===== src/rtl/fibonacci_pkg.sv =====
// Shared types and reset constants for the Fibonacci engine.
package fibonacci_pkg;

  typedef enum logic [1:0] {
    IDLE = 2'd0,
    RUN  = 2'd1,
    DONE = 2'd2
  } state_t;

  localparam int unsigned A_RST = 0;
  localparam int unsigned B_RST = 1;

endpackage


===== src/rtl/fibonacci_step.sv =====
// One combinational Fibonacci step: (a, b) -> (b, a+b) with optional wrap tracking.
// Wrap flags and carry are present only when FIBONACCI_OVERFLOW_EN is defined.
module fibonacci_step
  import fibonacci_pkg::*;
#(
  parameter int unsigned DATA_W = 16
) (
  input  logic [DATA_W-1:0] a_i,
  input  logic [DATA_W-1:0] b_i,
`ifdef FIBONACCI_OVERFLOW_EN
  input  logic              ova_i,
  input  logic              ovb_i,
  output logic              ova_o,
  output logic              ovb_o,
  output logic              carry_o,
`endif
  output logic [DATA_W-1:0] a_o,
  output logic [DATA_W-1:0] b_o
);

`ifdef FIBONACCI_OVERFLOW_EN
  logic [DATA_W:0] sum;

  // Widened add; the carry feeds only the sticky wrap flags.
  assign sum     = {1'b0, a_i} + {1'b0, b_i};
  assign a_o     = b_i;
  assign b_o     = sum[DATA_W-1:0];
  assign carry_o = sum[DATA_W];
  assign ova_o   = ovb_i;
  assign ovb_o   = ova_i | ovb_i | sum[DATA_W];
`else
  assign a_o = b_i;
  assign b_o = a_i + b_i;
`endif

endmodule


===== src/rtl/fibonacci_engine.sv =====
// Fibonacci engine: computes F(n) mod 2^DATA_W under a start/busy/done handshake.
// Define FIBONACCI_OVERFLOW_EN to compile in overflow detection.
module fibonacci_engine
  import fibonacci_pkg::*;
#(
  parameter int unsigned DATA_W = 16,
  parameter int unsigned IDX_W  = 5
) (
  input  logic              clk,
  input  logic              reset_n,
  input  logic              start,
  input  logic [IDX_W-1:0]  n_in,
  output logic              busy,
  output logic              done,
  output logic [DATA_W-1:0] fibo_out,
  output logic              overflow
);

  state_t              state_q, state_d;
  logic [DATA_W-1:0]   a_q, a_d, b_q, b_d;
  logic [IDX_W-1:0]    k_q, k_d, n_q, n_d;
  logic [DATA_W-1:0]   fibo_q, fibo_d;
  logic                busy_q, busy_d, done_q, done_d;
  logic [DATA_W-1:0]   a_step, b_step;

`ifdef FIBONACCI_OVERFLOW_EN
  logic ova_q, ova_d, ovb_q, ovb_d;
  logic ovf_q, ovf_d;
  logic ova_step, ovb_step, carry_step;

  fibonacci_step #(.DATA_W(DATA_W)) u_step (
    .a_i     (a_q),
    .b_i     (b_q),
    .ova_i   (ova_q),
    .ovb_i   (ovb_q),
    .ova_o   (ova_step),
    .ovb_o   (ovb_step),
    .carry_o (carry_step),
    .a_o     (a_step),
    .b_o     (b_step)
  );
`else
  fibonacci_step #(.DATA_W(DATA_W)) u_step (
    .a_i (a_q),
    .b_i (b_q),
    .a_o (a_step),
    .b_o (b_step)
  );
`endif

  // State and datapath registers.
  always_ff @(posedge clk or negedge reset_n) begin
    if (!reset_n) begin
      state_q <= IDLE;
      a_q     <= '0;
      b_q     <= '0;
      k_q     <= '0;
      n_q     <= '0;
      fibo_q  <= '0;
      busy_q  <= 1'b0;
      done_q  <= 1'b0;
`ifdef FIBONACCI_OVERFLOW_EN
      ova_q   <= 1'b0;
      ovb_q   <= 1'b0;
      ovf_q   <= 1'b0;
`endif
    end else begin
      state_q <= state_d;
      a_q     <= a_d;
      b_q     <= b_d;
      k_q     <= k_d;
      n_q     <= n_d;
      fibo_q  <= fibo_d;
      busy_q  <= busy_d;
      done_q  <= done_d;
`ifdef FIBONACCI_OVERFLOW_EN
      ova_q   <= ova_d;
      ovb_q   <= ovb_d;
      ovf_q   <= ovf_d;
`endif
    end
  end

  // Next-state and datapath control.
  always_comb begin
    state_d = state_q;
    a_d     = a_q;
    b_d     = b_q;
    k_d     = k_q;
    n_d     = n_q;
    fibo_d  = fibo_q;
    busy_d  = busy_q;
    done_d  = done_q;
`ifdef FIBONACCI_OVERFLOW_EN
    ova_d   = ova_q;
    ovb_d   = ovb_q;
    ovf_d   = ovf_q;
`endif
    case (state_q)
      IDLE, DONE: begin
        if (start) begin
          state_d = RUN;
          n_d     = n_in;
          a_d     = DATA_W'(A_RST);
          b_d     = DATA_W'(B_RST);
          k_d     = '0;
          busy_d  = 1'b1;
          done_d  = 1'b0;
`ifdef FIBONACCI_OVERFLOW_EN
          ova_d   = 1'b0;
          ovb_d   = 1'b0;
`endif
        end
      end
      RUN: begin
        if (k_q == n_q) begin
          state_d = DONE;
          fibo_d  = a_q;
          busy_d  = 1'b0;
          done_d  = 1'b1;
`ifdef FIBONACCI_OVERFLOW_EN
          ovf_d   = ova_q;
`endif
        end else begin
          a_d = a_step;
          b_d = b_step;
          k_d = k_q + IDX_W'(1);
`ifdef FIBONACCI_OVERFLOW_EN
          ova_d = ova_step;
          ovb_d = ovb_step;
`endif
        end
      end
      default: begin
        state_d = IDLE;
        busy_d  = 1'b0;
        done_d  = 1'b0;
      end
    endcase
  end

  assign busy     = busy_q;
  assign done     = done_q;
  assign fibo_out = fibo_q;
`ifdef FIBONACCI_OVERFLOW_EN
  assign overflow = ovf_q;
`else
  assign overflow = 1'b0;
`endif

endmodule


===== config.mk =====
export PLATFORM = sky130hd
export DESIGN_NAME = fibonacci_engine
export DESIGN_NICKNAME = d
export VERILOG_FILES = /design/src/rtl/fibonacci_pkg.sv /design/src/rtl/fibonacci_step.sv /design/src/rtl/fibonacci_engine.sv
export SDC_FILE = /design/constraint.sdc
export NUM_CORES = 1
export LEC_CHECK = 0
export BUFFER_PORTS_ARGS = -buffer_cell sky130_fd_sc_hd__buf_2
export CAP_MARGIN = 20
export CORE_MARGIN = 1
export CORE_UTILIZATION = 54
export DETAILED_ROUTE_END_ITERATION = 10
export PLACE_DENSITY = 0.8
export SKIP_LAST_GASP = 1
export SYNTH_ARGS = -nofsm -noshare
export SYNTH_HDL_FRONTEND = slang
export SYNTH_SLANG_ARGS = --single-unit

===== constraint.sdc =====
create_clock -name clk -period 2.4 [get_ports clk]
set_clock_uncertainty 0.2 [all_clocks]
set_input_delay 0.24 -clock clk [delete_from_list [all_inputs] [get_ports clk]]
set_output_delay 0.24 -clock clk [all_outputs]
set_load 0.02 [all_outputs]

# == Word-level counts from Yosys, hierarchy flattened ==
# Index checks and enable logic that the tools add are counted.
# word_totals
register_bits,62
inputBits,8
elab_cells,41
# op_classes
mux,18
eq_ne,6
addsub,2
reduce_logical,7
# ops
op,count
16-bit 2-to-1 mux,4
16-bit one-hot mux with 2 select lines,2
16-bit adder,1
5-bit 2-to-1 mux,2
5-bit one-hot mux with 2 select lines,1
2-bit inequality test (second input constant),3
2-bit AND reduction,3
5-bit by 1-bit adder with 5-bit output (second input constant),1
5-bit equality test,1
1-bit 2-to-1 mux,4
2-bit 2-to-1 mux,2
1-bit one-hot mux with 2 select lines,2
2-bit one-hot mux with 2 select lines,1
3-bit AND reduction,1
2-bit by 1-bit equality test with 1-bit output (second input constant),1
2-bit equality test (second input constant),1
2-bit zero test,1
2-bit nonzero test,1
2-bit OR reduction,1

# == Logic depth before layout (Yosys ltp) ==
# Gate-level depths: netlist of the first run.
# depth
ltp_word,4
ltp_mapped,9
depth_no_buf,9

# == By module ==
# From an unflattened synthesis of the first run, not the netlist that was laid out.
# unflattened
hier_cells,357
hier_area_um2,3440.8
# modules_own_cells
module,seq_area_each_um2,cells_each,area_each_um2,instances
fibonacci_engine,1526.5,243,2596.2,1
fibonacci_step,0.0,114,844.6,1

# == Worst setup path after synthesis of the first run ==
# OpenSTA, ideal clock, no wires.
# synth_timing
path_type,register to register
startpoint,register b_q[0]
endpoint,register b_q[14]
t_arrival_ps,1953
stages_incl_launch_ff,10
n_path_buf,0
setup_slack_ps,102
setup_time_ps,146
period_less_slack_ps,2298
path_cell_list,dfrtp_1 > ha_1 > inv_1 > fa_1 > nor2b_1 > o31a_1 > nor3_1 > o311ai_1 > mux2i_1 > o311ai_0
# synth_via
elab_chain_len,3
# synth_lines
item,line,text
"start, declared",fibonacci_engine.sv:20,"logic [DATA_W-1:0] a_q, a_d, b_q, b_d;"
"start signal, assigned",fibonacci_engine.sv:56,b_q <= '0;
"start signal, assigned",fibonacci_engine.sv:70,b_q <= b_d;
16-bit adder,fibonacci_step.sv:33,assign b_o = a_i + b_i;
16-bit 2-to-1 mux,fibonacci_engine.sv:116,if (k_q == n_q) begin
16-bit one-hot mux with 2 select lines,fibonacci_engine.sv:99,case (state_q)
# Every way passes these cells. The select of a mux whose other input is x is not followed.
# A chain may end at the register's enable or synchronous reset.

# == Final worst setup path of the first run ==
# layout_timing
startpoint,register b_q[0]
endpoint,register b_q[10]
# The elaborated chain is that of the path after synthesis.

==> run metrics, run 1 <==
Tmin final=2400 ps; sequential-to-total area share from yosys stat=47.7%; DR vias=2,504; Area growth syn-to-layout=18.2%; uppermost layer routed=met4; die height=79 µm; most frequent cells after synthesis=nand2_1, dfrtp_1, nand3_1; worst vdd ir=between 0.9 and 1 mV; Post-Syn Area per Cell=9.67 µm²; Final nets=406; DR WL/cell=14.7 µm; CP Class=reg -> reg; gp weighted congestion=0.892; Core ar.=~5600 µm²; largest net degree at the start of global routing=35; initial antenna violation count=0; crit path DAT=about 2400 ps; most common cell in the netlist=nand2_1; layout cells sized above 1=23.6%; CTS tree=done; number of global-route vias before repair=around 2,500; status=finished, final reports clean; met1 WL=3.11 mm; Port Buffers=25; DRT iter0 DRCs=152; Synth area leader=dfrtp_1; worst setup margin=a little under 5 ps; multi-input logic area=1620 µm²; first-pass GRT wire length=between 10 and 15 mm; root buffer cell=clkbuf_8; Synth warnings=0; post-detail-place hpwl=around 4.7 mm; Rel. slew slack=between 50% and 60%; final cell count without fillers=457; Detailed Route WL=6.70 mm; GRT Residual Overflow=0; Place WS=-143 ps; flops & latches, synth=61; Final Util=67.5%; clock latency on the worst-skew pair=340 ps; fillcell total=470; period utilisation layout=99.8%; cells after synthesis=331; met3 routed WL=241 µm; Worst Hold Slack=~110 ps; CTS buffer count=9; Clock Path Buffers=2; overall routing resource usage=about a quarter; EDFF count, synth=0; WL met2=3.22 mm; FP Rows=27; CTS Sinks=61; Reg area=1530 µm²; WP data required=around 2400 ps; n_diodes=0; mapped cell area=roughly 3200 µm²; DRC viols=0; htree depth=3; max-slew violation count=0; synth top area cells=dfrtp_1, nand2_1, ha_1; Yosys cell types=43; max-cap violations=0; Power Density=between 1500 and 2000 nW/µm²; Die W=about 79 µm; worst-margin pin slew=647 ps; Worst-path clk slew=60 ps; post-route antenna net violation count=0; vias per inst=about 5.5; Power, Total=5.92 mW; Yosys top cell area share=47.7%; IO Pins=27; leakage dissipation=1.82 nW; syn_nets=approximately 360; RSZ-0062 raised after global routing=true; final count of negative-setup-slack endpoints=0; Crit. End Element=register; final hold violation count=0; first-pass iteration count of the detailed router=4; CP startpoint kind=register; Main synth FF type=dfrtp_1; Placed Instances=~430; Post-synth ARST share=100%; hold crit path type=in -> reg; FMAX=0.418 GHz; initial core utilization=57.1%; total die area=6240 µm²; critical path peak fanout=4
critical path: stages (launching register included):
cell and delay [ps]:
dfrtp_1 410, ha_4 180, inv_2 50, fa_2 210
nor2b_4 50, o31a_1 260, buf_4 140, o31a_1 290
buf_4 160, o21ai_2 110, xor2_1 150, o21ai_1 70
metrics by stage:
stage / cell area, µm² / TNS [ps]
finish: 3780 / 0
global route: 3780 / -307
CTS: 3750 / -268
detailed placement: 3470 / -231
global placement: 3470 / 0
floorplan: 3200 / 0
report_power, final:
| part | internal [mW] | switching, mW |
|---|---|---|
| logic | 1.41 | 1.91 |
| clock network | 0.394 | 0.376 |
| registers | 1.50 | 0.335 |
kinds of logic after synthesis:
kind of cell    Yosys count  synth area share, %
compound gates           56                 11.1
xor+xnor                 18                 4.92
fa+ha+maj                17                 6.88
buf+inv                  20                 3.13
flops                    61                 47.7
mux                      18                 6.25
other cells               1                0.117
simple gates            140                 20.0
flip-flops by register name, summed over array words and instances, names as in the netlist:
register  count
a_q          16
b_q          16
fibo_out     16
k_q           5
n_q           5
state_q       2
busy          1
final timing paths:
check                          endpoint     from  cells after the start  slack [ps]
setup / recovery                b_q[10]   b_q[0]                     11           5
hold reg to reg                 a_q[10]  b_q[10]                      2         300
setup reg to reg                b_q[10]   b_q[0]                     11           5
min in group asynchronous        b_q[0]  reset_n                      2         260
max in group asynchronous  fibo_out[11]  reset_n                      3        1140
hold / removal                     busy    start                      5         110
layout by cell type (no fill, tap or decap), types with 3 or more instances in the layout:
cell type,synthesis,routed
nor3_1,6,6
xor2_1,8,8
nor2b_1,6,5
xnor2_1,10,10
o211ai_1,3,3
inv_1,6,5
clkbuf_8,0,10
nand2_1,68,68
buf_4,3,21
buf_2,5,25
o21a_1,5,5
nor3b_1,3,3
mux2_2,16,16
clkbuf_1,5,3
a21oi_1,14,14
nor2_1,18,17
o31ai_1,4,4
dfrtp_1,61,61
ha_1,16,14
o21ai_2,1,3
nand3_1,27,27
o21ai_0,16,14
dlygate4sd3_1,0,6
cell type report:
type | instances | share of cell area (%)
sequential | 61 | 40.3
multi-input combinational | 250 | 42.9
clock buffer | 13 | 3.93
tap | 72 | 2.38
timing repair buffer | 53 | 9.59
inverter | 6 | 0.595
clock inverter | 2 | 0.264
metal layers:
metal  vias to the layer above  GRT usage (%)
met5                         -              0
met3                        13           6.21
met4                         0           10.2
met1                      1205           30.1
li1                       1249              -
met2                        37           41.0
timing repair:
| action | CTS | global route |
|---|---|---|
| setup buffers | 6 | 1 |
| gates resized for setup | 6 | 6 |
| cloned | 0 | 0 |
| hold buffers | 6 | 0 |
| setup endpoints to repair | 2 | 6 |
| pin swaps | 7 | 5 |
| endpoints found under the hold margin | 32 | 0 |
(Power assumes the default switching activity.)
==> run 2, diff against run 1 <==
--- a/config.mk
+++ b/config.mk
@@ -7,11 +7,14 @@
 export LEC_CHECK = 0
 export BUFFER_PORTS_ARGS = -buffer_cell sky130_fd_sc_hd__buf_2
 export CAP_MARGIN = 20
+export CORE_ASPECT_RATIO = 0.8
 export CORE_MARGIN = 1
 export CORE_UTILIZATION = 54
 export DETAILED_ROUTE_END_ITERATION = 10
+export GPL_TIMING_DRIVEN = 0
 export PLACE_DENSITY = 0.8
 export SKIP_LAST_GASP = 1
 export SYNTH_ARGS = -nofsm -noshare
 export SYNTH_HDL_FRONTEND = slang
+export SYNTH_HIERARCHICAL = 1
 export SYNTH_SLANG_ARGS = --single-unit
==> run 2 against run 1 <==
  * The flow now finishes with violations (setup timing)
  * Wire length is 13% higher
  * Final cell count is 8.1% higher
  * Critical path depth is 2 lower
  * Register-to-register slack worse by 70 ps
  * Count of clock-buffer cells in the layout is 2 lower
  * Sequential cell count stayed put
  * Worst setup slack worse by 73 ps
  * Die area is 7.3% higher
  * Global-route usage is 0.37 points higher
  * Fmax is 3.0% lower
  * Sequential share of layout area is 2.9 points lower
  * Critical path type unchanged
  * Largest cell class unchanged
==> run metrics, run 2 <==
syn_nets=382 (was 356); worst setup margin=-68.6 ps (was 4.82 ps); Main synth FF type=dfrtp_1 (unchanged); EDFF count, synth=0 (unchanged); largest net degree at the start of global routing=32 (was 35); layout cells sized above 1=27.4% (was 23.6%); Area growth syn-to-layout=18.7% (was 18.2%); Worst-path clk slew=70 ps (was 60 ps); critical path peak fanout=3 (was 4); design area=4080 µm² (was 3780 µm²); sequential-to-total area share from yosys stat=44.4% (was 47.7%); Synth warnings=6 (was 0); most frequent cells in the layout=nand2_1, dfrtp_1, o22ai_1, buf_2, buf_4 (was nand2_1, dfrtp_1, nand3_1, buf_2, buf_4); Post-synth ARST share=100% (unchanged); period utilisation layout=103% (was 99.8%); leading cell type in the layout, fill and taps excluded=nand2_1 (unchanged); setup_tns=-105 ps (was 0 ps); RSZ-0062 raised after global routing=true (unchanged); hold crit path type=in -> async (was in -> reg); FMAX=0.405 GHz (was 0.418 GHz); first-pass GRT wire length=12.7 mm (was 11.6 mm); clock latency on the worst-skew pair=350 ps (was 340 ps); CTS Sinks=61 (unchanged); final count of negative-setup-slack endpoints=2 (was 0); Tmin final=2470 ps (was 2400 ps); post-detail-place hpwl=5.19 mm (was 4.67 mm); Core ar.=6040 µm² (was 5610 µm²); DR WL/cell=15.3 µm (was 14.7 µm); synth top area cells=dfrtp_1, nand2_1, mux2_2 (was dfrtp_1, nand2_1, ha_1); WP data required=2470 ps (was 2430 ps); Post-Syn Area per Cell=9.64 µm² (was 9.67 µm²); root buffer cell=clkbuf_8 (unchanged); IO Pins=27 (unchanged); crit path DAT=2540 ps (was 2420 ps); DRC viols=0 (unchanged); Crit. End Element=register (unchanged); vias per inst=5.63 (was 5.48); Yosys top cell area share=44.4% (was 47.7%); Synth area leader=dfrtp_1 (unchanged); cells after synthesis=357 (was 331); first-pass iteration count of the detailed router=5 (was 4); most frequent cells after synthesis=nand2_1, dfrtp_1, o22ai_1 (was nand2_1, dfrtp_1, nand3_1); Buffers & Inverters on Critical Path=0 (was 3); overall routing resource usage=24.9% (was 24.5%); worst-margin pin slew=712 ps (was 647 ps); htree depth=3 (unchanged); final hold violation count=0 (unchanged); CP Class=reg -> reg (unchanged); Port Buffers=25 (unchanged); Yosys cell types=41 (was 43); slowest cell delay on critical path=380 ps (was 410 ps); fillcell total=466 (was 470); Clock Path Buffers=2 (unchanged); Rel. slew slack=52.5% (was 56.9%); max-cap violations=0 (unchanged); post-route antenna net violation count=0 (unchanged); Final nets=433 (was 406); n_diodes=0 (unchanged); GRT Residual Overflow=0 (unchanged); initial core utilization=57.0% (was 57.1%); CP startpoint kind=register (unchanged); most common cell in the netlist=nand2_1 (unchanged); total die area=6700 µm² (was 6240 µm²); DR vias=2,780 (was 2,504); Die W=91.2 µm (was 79 µm); Detailed Route WL=7.54 mm (was 6.70 mm); FP Rows=25 (was 27); DRT iter0 DRCs=166 (was 152); die height=73.4 µm (was 79 µm); CTS tree=done (unchanged); gp weighted congestion=0.942 (was 0.892); Placed Area=3690 µm² (was 3470 µm²); flops & latches, synth=61 (unchanged); Critical-path top delay cell=dfrtp_1 (unchanged); CTS buffer count=9 (unchanged); mapped cell area=3440 µm² (was 3200 µm²); number of global-route vias before repair=2,678 (was 2,514); max-slew violation count=0 (unchanged); critical-path cell list=ha_2, fa_2, a21o_4, a311oi_4, nor3_2, o41ai_2, xnor2_1, nand2_1, o22ai_1 (was ha_4, inv_2, fa_2, nor2b_4, o31a_1, buf_4, o31a_1, buf_4, o21ai_2, xor2_1, o21ai_1); initial antenna violation count=0 (unchanged); failing checks=setup timing; cell family with most CP delay=compound AO/OA/AOI/OAI gates (unchanged); status=finished, violations left (was finished, final reports clean)
-- run 2: cell types whose count changed after synthesis, sizes merged, moves of 8 or more --
cell	previous run	this run
nand3	27	8
o22ai	1	34
nand2	68	79
clkbuf	5	13
nor2	19	4
buf	9	22
-- run 2: routing by layer --
metal / vias up / wire [µm] / GRT usage [%]
met4: 0 / 86 / 8.99
met3: 13 / 539 / 7.35
li1: 1352 / - / -
met5: - / 0 / 0
met2: 88 / 3520 / 39.7
met1: 1327 / 3400 / 32.7
-- run 2: what timing repair did --
| item | 4_1_cts | 5_1_grt |
|---|---|---|
| hold buffers | 7 | 0 |
| cloned | 0 | 0 |
| pin swaps | 2 | 4 |
| resized for setup | 3 | 13 |
| hold endpoints to repair | 37 | 0 |
| endpoints found under the setup margin | 3 | 8 |
| buffers inserted | 5 | 2 |
-- run 2: area by class of cell --
| class | count | area [µm²] | share of cell area [%] |
|---|---|---|---|
| sequential | 61 | 1530 | 37.4 |
| timing repair buffer | 40 | 268 | 6.56 |
| inverter | 3 | 11.3 | 0.276 |
| buffer | 35 | 208 | 5.09 |
| clock buffer | 11 | 151 | 3.71 |
| multi-input combinational | 258 | 1760 | 43.1 |
| tap | 81 | 101 | 2.48 |
| clock inverter | 5 | 57.6 | 1.41 |
-- run 2: metrics by stage --
stage	cells	hold slack [ps]	setup WS [ps]	utilization, %
after floorplan	357	-256	12.7	-
after global placement	463	248	-176	60.9
after detailed placement	464	132	-198	61.2
after CTS	492	299	-46.8	66.8
after global routing	494	317	-157	67.6
final	494	275	-68.6	67.6
-- run 2: path summary, 6_finish.rpt --
path / start / end / slack [ps] / cells after the start
worst min-delay path: reset_n / n_q[4] / 280 / 2
max in group asynchronous: reset_n / b_q[8] / 1110 / 3
worst max-delay path: b_q[0] / b_q[12] / -70 / 9
worst max register to register: b_q[0] / b_q[12] / -70 / 9
min in group clk: fibo_out[12] / fibo_out[12] / 300 / 1
worst min register to register: fibo_out[12] / fibo_out[12] / 300 / 1
-- run 2: kinds of logic after synthesis --
logic type / count (synthesis) / share of synthesized area (%)
other: 1 / 0.109
multiplexers: 24 / 7.78
flip-flops: 61 / 44.4
AND/OR/NAND/NOR: 112 / 14.4
buffers and inverters: 38 / 6.33
adder cells (fa/ha/maj): 17 / 6.40
XOR/XNOR: 20 / 5.09
AO/OA/AOI/OAI: 84 / 15.5
Power of run 2 is left out: the tool's default activity adds up to more than one toggle a clock period on the data nets, which glitch-free logic cannot reach.
==> run 3, diff against run 2 <==
--- a/config.mk
+++ b/config.mk
@@ -9,10 +9,11 @@
 export CAP_MARGIN = 20
 export CORE_ASPECT_RATIO = 0.8
 export CORE_MARGIN = 1
-export CORE_UTILIZATION = 54
+export CORE_UTILIZATION = 56
+export CTS_BUF_LIST = sky130_fd_sc_hd__clkbuf_4 sky130_fd_sc_hd__clkbuf_8
 export DETAILED_ROUTE_END_ITERATION = 10
 export GPL_TIMING_DRIVEN = 0
-export PLACE_DENSITY = 0.8
+export PLACE_DENSITY = 0.82
 export SKIP_LAST_GASP = 1
 export SYNTH_ARGS = -nofsm -noshare
 export SYNTH_HDL_FRONTEND = slang
==> run 3 against run 2 <==
  * The run still ends with setup timing left
  * Worst hold slack better by 10 ps
  * First-iteration DRC count grew 11%
  * Count of clock-buffer cells in the layout grew 2
  * Fmax decreased by 0.43%
  * Register-to-register slack barely moved
  * Critical path depth stayed put
  * Critical endpoint unchanged
  * Highest routed layer unchanged
==> run metrics, run 3 (synthesized netlist as in run 2, its figures left out) <==
number of global-route vias before repair=2,694 (was 2,678); crit path DAT=2540 ps (about the same); Core ar.=5910 µm² (was 6040 µm²); Placed Area=3690 µm² (unchanged); CP Class=reg -> reg (unchanged); Final nets=432 (was 433); critical path peak fanout=3 (unchanged); initial antenna violation count=0 (unchanged); max-cap violations=0 (unchanged); CP startpoint kind=register (unchanged); n_diodes=0 (unchanged); die height=72.1 µm (was 73.4 µm); Reg area=1530 µm² (unchanged); DRC viols=0 (unchanged); RSZ-0062 raised after global routing=true (unchanged); initial core utilization=58.2% (was 57.0%); Clock Path Buffers=2 (unchanged); reg2reg path depth=9 (unchanged); Area growth syn-to-layout=17.9% (was 18.7%); clock latency on the worst-skew pair=340 ps (was 350 ps); FP Rows=25 (unchanged); post-detail-place hpwl=5.32 mm (was 5.19 mm); DR WL/cell=15.5 µm (was 15.3 µm); Worst-path clk slew=70 ps (about the same); post-route antenna net violation count=0 (unchanged); Rel. slew slack=51.8% (was 52.5%); overall routing resource usage=26.2% (was 24.9%); max-slew violation count=0 (unchanged); vias per inst=5.77 (was 5.63); leading cell type in the layout, fill and taps excluded=nand2_1 (unchanged); GRT Residual Overflow=0 (unchanged); layout cells sized above 1=27.2% (was 27.4%); design area=4060 µm² (was 4080 µm²); DRT iter0 DRCs=185 (was 166); IO Pins=27 (unchanged); hold crit path type=in -> async (unchanged); final count of negative-setup-slack endpoints=3 (was 2); worst setup margin=-79.2 ps (was -68.6 ps); root buffer cell=clkbuf_8 (unchanged); Tmin final=2480 ps (was 2470 ps); Die W=89.6 µm (was 91.2 µm); gp weighted congestion=0.951 (was 0.942); CTS Sinks=61 (unchanged); fillcell total=451 (was 466); first-pass iteration count of the detailed router=5 (unchanged); period utilisation layout=103% (about the same); FMAX=0.403 GHz (was 0.405 GHz); final hold violation count=0 (unchanged); CTS buffer count=9 (unchanged); worst-margin pin slew=723 ps (was 712 ps); first-pass GRT wire length=12.7 mm (about the same); WP data required=2460 ps (was 2470 ps); Detailed Route WL=7.66 mm (was 7.54 mm); htree depth=3 (unchanged); DR vias=2,846 (was 2,780); Crit. End Element=register (unchanged); failing checks=setup timing (unchanged); status=finished, violations left (unchanged); Port Buffers=25 (unchanged); multi-input logic area=1760 µm² (unchanged); largest net degree at the start of global routing=33 (was 32); CTS tree=done (unchanged); total die area=6460 µm² (was 6700 µm²); Place WS=-190 ps (was -198 ps); most frequent cells in the layout=nand2_1, dfrtp_1, o22ai_1, buf_2, buf_4 (unchanged)
[run 3: final cells by class]
cell class              instances  share of cell area, %
well taps                      81                   2.50
flip-flops and latches         61                   37.6
clock buffers                  13                   4.26
inverters                       3                  0.278
repair buffers                 39                   6.42
plain buffers                  35                   5.09
multi-input cells             258                   43.4
clock inverters                 3                  0.463
[run 3: final timing paths]
kind                                end  slack (ps)    startpoint
setup / recovery                b_q[12]         -80        a_q[0]
hold / removal                   n_q[4]         290       reset_n
setup reg to reg                b_q[12]         -80        a_q[0]
hold reg to reg            fibo_out[11]         300  fibo_out[11]
max in group asynchronous        b_q[8]        1100       reset_n
min in group clk           fibo_out[11]         300  fibo_out[11]
[run 3: through the flow]
| stage | setup TNS, ps | hold slack [ps] | util [%] | instances |
|---|---|---|---|---|
| finish | -173 | 286 | 68.6 | 493 |
| floorplan | 0 | -256 | - | 357 |
| CTS | -97.0 | 300 | 68.1 | 493 |
| global placement | -485 | 248 | 62.2 | 463 |
| global route | -547 | 318 | 68.6 | 493 |
| detailed placement | -543 | 129 | 62.5 | 464 |
[run 3: worst max-delay path, stage by stage, from the launching register on]
cell	delay [ps]
dfrtp_1	390
ha_2	210
fa_2	350
a21o_4	240
a311oi_4	290
nor3_2	110
o41ai_2	240
xnor2_1	160
nand2_1	70
o22ai_1	150
[run 3: metal layers]
metal	part of all wire (%)	global-route usage, %	vias to the layer above
li1	-	-	1348
met1	45	35.0	1365
met2	47	40.7	106
met3	5.6	7.28	27
met4	2.0	9.70	0
met5	0	0	-
[run 3: timing repair]
item,4_1_cts,5_1_grt
pin swaps,3,1
endpoints found under the setup margin,4,13
hold endpoints to repair,37,0
resized for setup,4,11
hold buffers,7,0
buffers inserted,6,0
Power of run 3 is left out for the same reason.
